==> src/rtl/demux_deserializer.sv <==
// Serial-to-parallel steering: each accepted bit lands in O[sel], LSB first.
// Define DESER_PARITY_EN to append an even-parity beat per frame (par_err).
module demux_deserializer #(
   parameter int OWIDTH = 37,
   parameter int SWIDTH = 6
) (
   input  logic              clk,
   input  logic              rst_n,
   input  logic              in_bit,
   input  logic              in_valid,
   output logic              in_ready,
   output logic [OWIDTH-1:0] O,
   output logic              out_valid,
   input  logic              out_ready,
   output logic [SWIDTH-1:0] sel,
   output logic              par_err
);

`ifdef DESER_PARITY_EN
   localparam logic [SWIDTH-1:0] LAST = SWIDTH'(OWIDTH);
`else
   localparam logic [SWIDTH-1:0] LAST = SWIDTH'(OWIDTH - 1);
`endif

   typedef enum logic {
      COLLECT = 1'b0,
      HOLD    = 1'b1
   } state_t;

   state_t              state_q;
   state_t              state_d;
   logic [SWIDTH-1:0]   sel_q;
   logic [OWIDTH-1:0]   o_q;
   logic                beat;
   logic                last_beat;

   assign beat      = in_ready & in_valid;
   assign last_beat = beat & (sel_q == LAST);

   always_ff @(posedge clk or negedge rst_n) begin
      if (!rst_n) begin
         state_q <= COLLECT;
      end else begin
         state_q <= state_d;
      end
   end

   always_comb begin
      state_d = state_q;
      unique case (state_q)
         COLLECT: if (last_beat) state_d = HOLD;
         HOLD:    if (out_ready) state_d = COLLECT;
         default: state_d = COLLECT;
      endcase
   end

   // Handshake outputs come from registered state only.
   always_comb begin
      in_ready  = 1'b0;
      out_valid = 1'b0;
      unique case (state_q)
         COLLECT: in_ready  = 1'b1;
         HOLD:    out_valid = 1'b1;
         default: in_ready  = 1'b0;
      endcase
   end

   always_ff @(posedge clk or negedge rst_n) begin
      if (!rst_n) begin
         sel_q <= '0;
      end else if (last_beat) begin
         sel_q <= '0;
      end else if (beat) begin
         sel_q <= sel_q + SWIDTH'(1);
      end
   end

   // Bits overwrite in place; the parity slot (sel==OWIDTH) matches no k.
   always_ff @(posedge clk or negedge rst_n) begin
      if (!rst_n) begin
         o_q <= '0;
      end else begin
         for (int k = 0; k < OWIDTH; k++) begin
            if (beat && (sel_q == SWIDTH'(k))) begin
               o_q[k] <= in_bit;
            end
         end
      end
   end

`ifdef DESER_PARITY_EN
   logic par_q;

   always_ff @(posedge clk or negedge rst_n) begin
      if (!rst_n) begin
         par_q <= 1'b0;
      end else if (last_beat) begin
         par_q <= (^o_q) ^ in_bit;
      end else if (beat && (sel_q == '0)) begin
         par_q <= 1'b0;
      end
   end

   assign par_err = par_q;
`else
   assign par_err = 1'b0;
`endif

   assign O   = o_q;
   assign sel = sel_q;

endmodule

==> config.mk <==
export PLATFORM = sky130hd
export DESIGN_NAME = demux_deserializer
export DESIGN_NICKNAME = d
export VERILOG_FILES = /design/src/rtl/demux_deserializer.sv
export SDC_FILE = /design/constraint.sdc
export NUM_CORES = 1
export LEC_CHECK = 0
export CAP_MARGIN = 25
export CORE_AREA = 3 3 56 84
export DETAILED_ROUTE_END_ITERATION = 12
export DIE_AREA = 0 0 59 87
export PLACE_DENSITY = 0.81
export SLEW_MARGIN = 20
export SYNTH_ARGS = -nofsm -noshare
export SYNTH_HDL_FRONTEND = slang
export SYNTH_SLANG_ARGS = --single-unit
==> constraint.sdc <==
create_clock -name clk -period 4.4 [get_ports clk]
set_input_delay 0.88 -clock clk [delete_from_list [all_inputs] [get_ports clk]]
set_output_delay 0.88 -clock clk [all_outputs]
set_load 0.01 [all_outputs]
==> Flow_metrics.wiki <==
{| class="wikitable"
! Metric !! Value
|-
| Fraction of final layout cells sized beyond drive strength 1 || 23.85%
|-
| Antenna Cells || 0
|-
| Setup repair after global routing missed its margin || false
|-
| Post-route setup TNS || 0 ps
|-
| Arrival time reported for the critical path endpoint || around 2800 ps
|-
| Largest net degree at the start of global routing || 45
|-
| Storage cell area || 1101 sq um
|-
| Placeable core area || 3994 sq um
|-
| Starting DRT DRC Count || about 40
|-
| Detailed-routing iteration count for the pre-antenna-repair pass || 4
|-
| Total GRT Usage || 20.91%
|-
| Post-DR vias/cell || 5.768
|-
| Number of unique standard cell types used by synthesis || 31
|-
| Cells after synthesis || 175
|-
| Largest family of logic cells by synthesized area || multiplexers
|-
| Number of buffers inserted by hold repair at cts || 0
|-
| Final Critical Period || 2555 ps
|-
| PD cells || 690.9 nW/um^2
|-
| CTS tree || built
|-
| Syn-to-layout area delta || 27.72%
|-
| Post-CTS setup buffer count || 0
|-
| Arithmetic-cell share of the synthesized area counting full adders, half adders and majority gates || 2.374%
|-
| WL per Instance || 18.31 microns
|-
| Number of H-tree levels || 2
|-
| Total of max-cap violations || 0
|-
| Worst setup path startpoint || in_valid
|-
| Status || finished clean
|-
| Clock network latency to the later pin of the worst-skew pair || 300 ps
|-
| Syn_nets || around 180
|-
| Die Outline Area || ~5000 sq um
|-
| Cells taking the most area after synthesis || sky130_fd_sc_hd__dfrtp_1, sky130_fd_sc_hd__mux2_2, sky130_fd_sc_hd__nand3_1
|-
| Static Leak || 1.157 nW
|-
| Starting utilization of the core area || 52.79%
|-
| Die boundary height || 87 microns
|-
| Dpl hpwl || 3381 microns
|-
| Clk_skew || 7.878 ps
|-
| Synthesized area per cell || roughly 12 sq um
|-
| Critical R2R Launch || sel[2]
|-
| Transition time at the pin with the least slew margin || 832.8 ps
|-
| Clk slew on worst S/H paths || 90 ps
|-
| Launching element type of the critical path || input port
|-
| Root Buffer || sky130_fd_sc_hd__clkbuf_8
|-
| Number of rows created at floorplan || 28
|-
| Die boundary width || 59 microns
|-
| Post-Synth Simple-Gate Area || 17.57%
|-
| TritonCTS buffer count || 5
|-
| Hold Crit Class || input port to asynchronous set/reset pin
|-
| Number of buffers inserted by port buffering || a little under 50
|-
| Data required time of the critical path || 4590 ps
|-
| Flip-flop and latch count after synthesis || 44
|-
| Buffer levels on the longest clock path || 2
|-
| Fill cell instance count of the final layout || 311
|-
| Fraction of synthesized area in multiplexers || around 21%
|-
| Commonest non-fill, non-tap cells in the layout || sky130_fd_sc_hd__clkdlybuf4s50_1, sky130_fd_sc_hd__dfrtp_1, sky130_fd_sc_hd__mux2_2, sky130_fd_sc_hd__nand3_1, sky130_fd_sc_hd__nor2_1
|-
| Overflow after GRT || 0
|-
| Fraction of the mapped netlist area in compound gates || 1.543%
|-
| DRC violations left || 0
|-
| Vias in the first global route || 1641
|-
| Number of nets in the layout || 226
|-
| Dominant cell type by area after synthesis || sky130_fd_sc_hd__dfrtp_1
|-
| Synth Cell Area || between 2000 and 2500 sq um
|-
| Multi-input gate area in the final layout || slightly above 900 sq um
|-
| Final Core Density || 67.42%
|-
| Slew margin rel. || 44.34%
|-
| Synth warn || 0
|-
| Finish-stage setup viols || 0
|-
| RePlAce Congestion || between 0.8 and 0.9
|-
| Most common cell after layout, fill and taps aside || sky130_fd_sc_hd__clkdlybuf4s50_1
|-
| # clock sinks || 44
|-
| Max-slew violation count || 0
|-
| Xor/xnor cell area share of the yosys netlist || 0.8309%
|-
| Global-route wire length before repair || 8086 microns
|-
| Maximum frequency from static timing analysis || 391.4 MHz
|-
| Antenna violations before repair || 0
|-
| Final WL || 4815 microns
|-
| Antenna Nets Post-Route || 0
|-
| DP Worst Slack || 1517 ps
|-
| Max IR drop VDD || 0.0004230 V
|-
| Boundary Pins || 51
|-
| Highest fanout seen on the critical path || 11
|-
| Kind of capture point of the worst setup path || flop
|-
| Sequential fraction of the synthesis area || between 50% and 60%
|-
| Classification of the worst setup path || input port to flop
|-
| Yosys top cell area share || 52.23%
|-
| Number of instances resized during post-cts repair || 0
|-
| Vias post-DR || 1517
|-
| Final worst-path setup slack || ~1800 ps
|-
| Final hold violation count || 0
|-
| Final period utilization || between 50% and 60%
|}
[cell usage after synthesis, drive strengths merged]
| cell | count |
|---|---|
| ha | 4 |
| nor2b | 2 |
| a22oi | 1 |
| or4b | 1 |
| nand3b | 5 |
| nand3 | 23 |
| inv | 3 |
| mux2 | 38 |
| o21bai | 1 |
| nand2 | 2 |
| nor4b | 1 |
| nand2b | 6 |
| and4bb | 2 |
| and3 | 1 |
| nor2 | 11 |
| a21oi | 1 |
| conb | 1 |
| or3b | 1 |
| o21ai | 1 |
| and4 | 1 |
| dfrtp | 44 |
| a21boi | 1 |
| xor2 | 2 |
| buf | 10 |
| nand4 | 6 |
| clkbuf | 5 |
| mux2i | 1 |
[registers in the layout, indices dropped and copies added, names as in the netlist]
name	flops
state_q	1
sel	6
O	37
[metal layers]
layer / vias up / part of all wire [%] / global-route usage, %
met4: 0 / 1.5 / 7.423
li1: 694 / - / -
met2: 47 / 55 / 35.92
met3: 8 / 4.0 / 4.896
met1: 768 / 39 / 25.10
met5: - / 0 / 0
[cell families after synthesis]
family,Yosys count
AOI/OAI and AO/OA,5
xor gates and xnor gates,2
adders and majority gates,4
buffers and inverters,18
DFF,44
muxes,39
other,1
and+or+nand+nor,62
[report_power, final]
group,internal [mW],switching (mW)
Combinational,0.467,0.352
Sequential,0.570,0.162
Clock,0.168,0.141
[cell type report]
type                       instances  share of cell area, %
sequential                        44                  40.89
multi-input combinational        113                  33.88
timing repair buffer              50                  18.59
clock buffer                       5                  2.556
tap                               45                  2.091
clock inverter                     3                  1.580
inverter                           3                 0.4182
[final timing paths]
kind	endpoint	depth (start not counted)	slack, ps
max	O[1]	4	1840
min	O[26]	1	460
max reg2reg	O[36]	3	2270
min reg2reg	O[28]	1	510
max in group asynchronous	O[28]	2	3470
min in group clk	O[28]	1	510
[metrics by stage]
step / hold slack [ps] / instance area, sq um / instances / total power, mW
after floorplan: 534.4 / 2108 / 175 / 1.116
after global placement: 483.5 / 2566 / 254 / 1.532
after detailed placement: 493.5 / 2566 / 254 / 1.564
after CTS: 516.5 / 2678 / 262 / 1.878
after global routing: 474.8 / 2693 / 263 / 1.971
final: 464.8 / 2693 / 263 / 1.860
[worst max-delay path, stage by stage]
cell	delay (ps)
sky130_fd_sc_hd__clkdlybuf4s50_1	580
sky130_fd_sc_hd__nor4b_2	720
sky130_fd_sc_hd__nand3_1	240
sky130_fd_sc_hd__mux2_2	320
No activity file was read; power rests on OpenSTA's default activity.
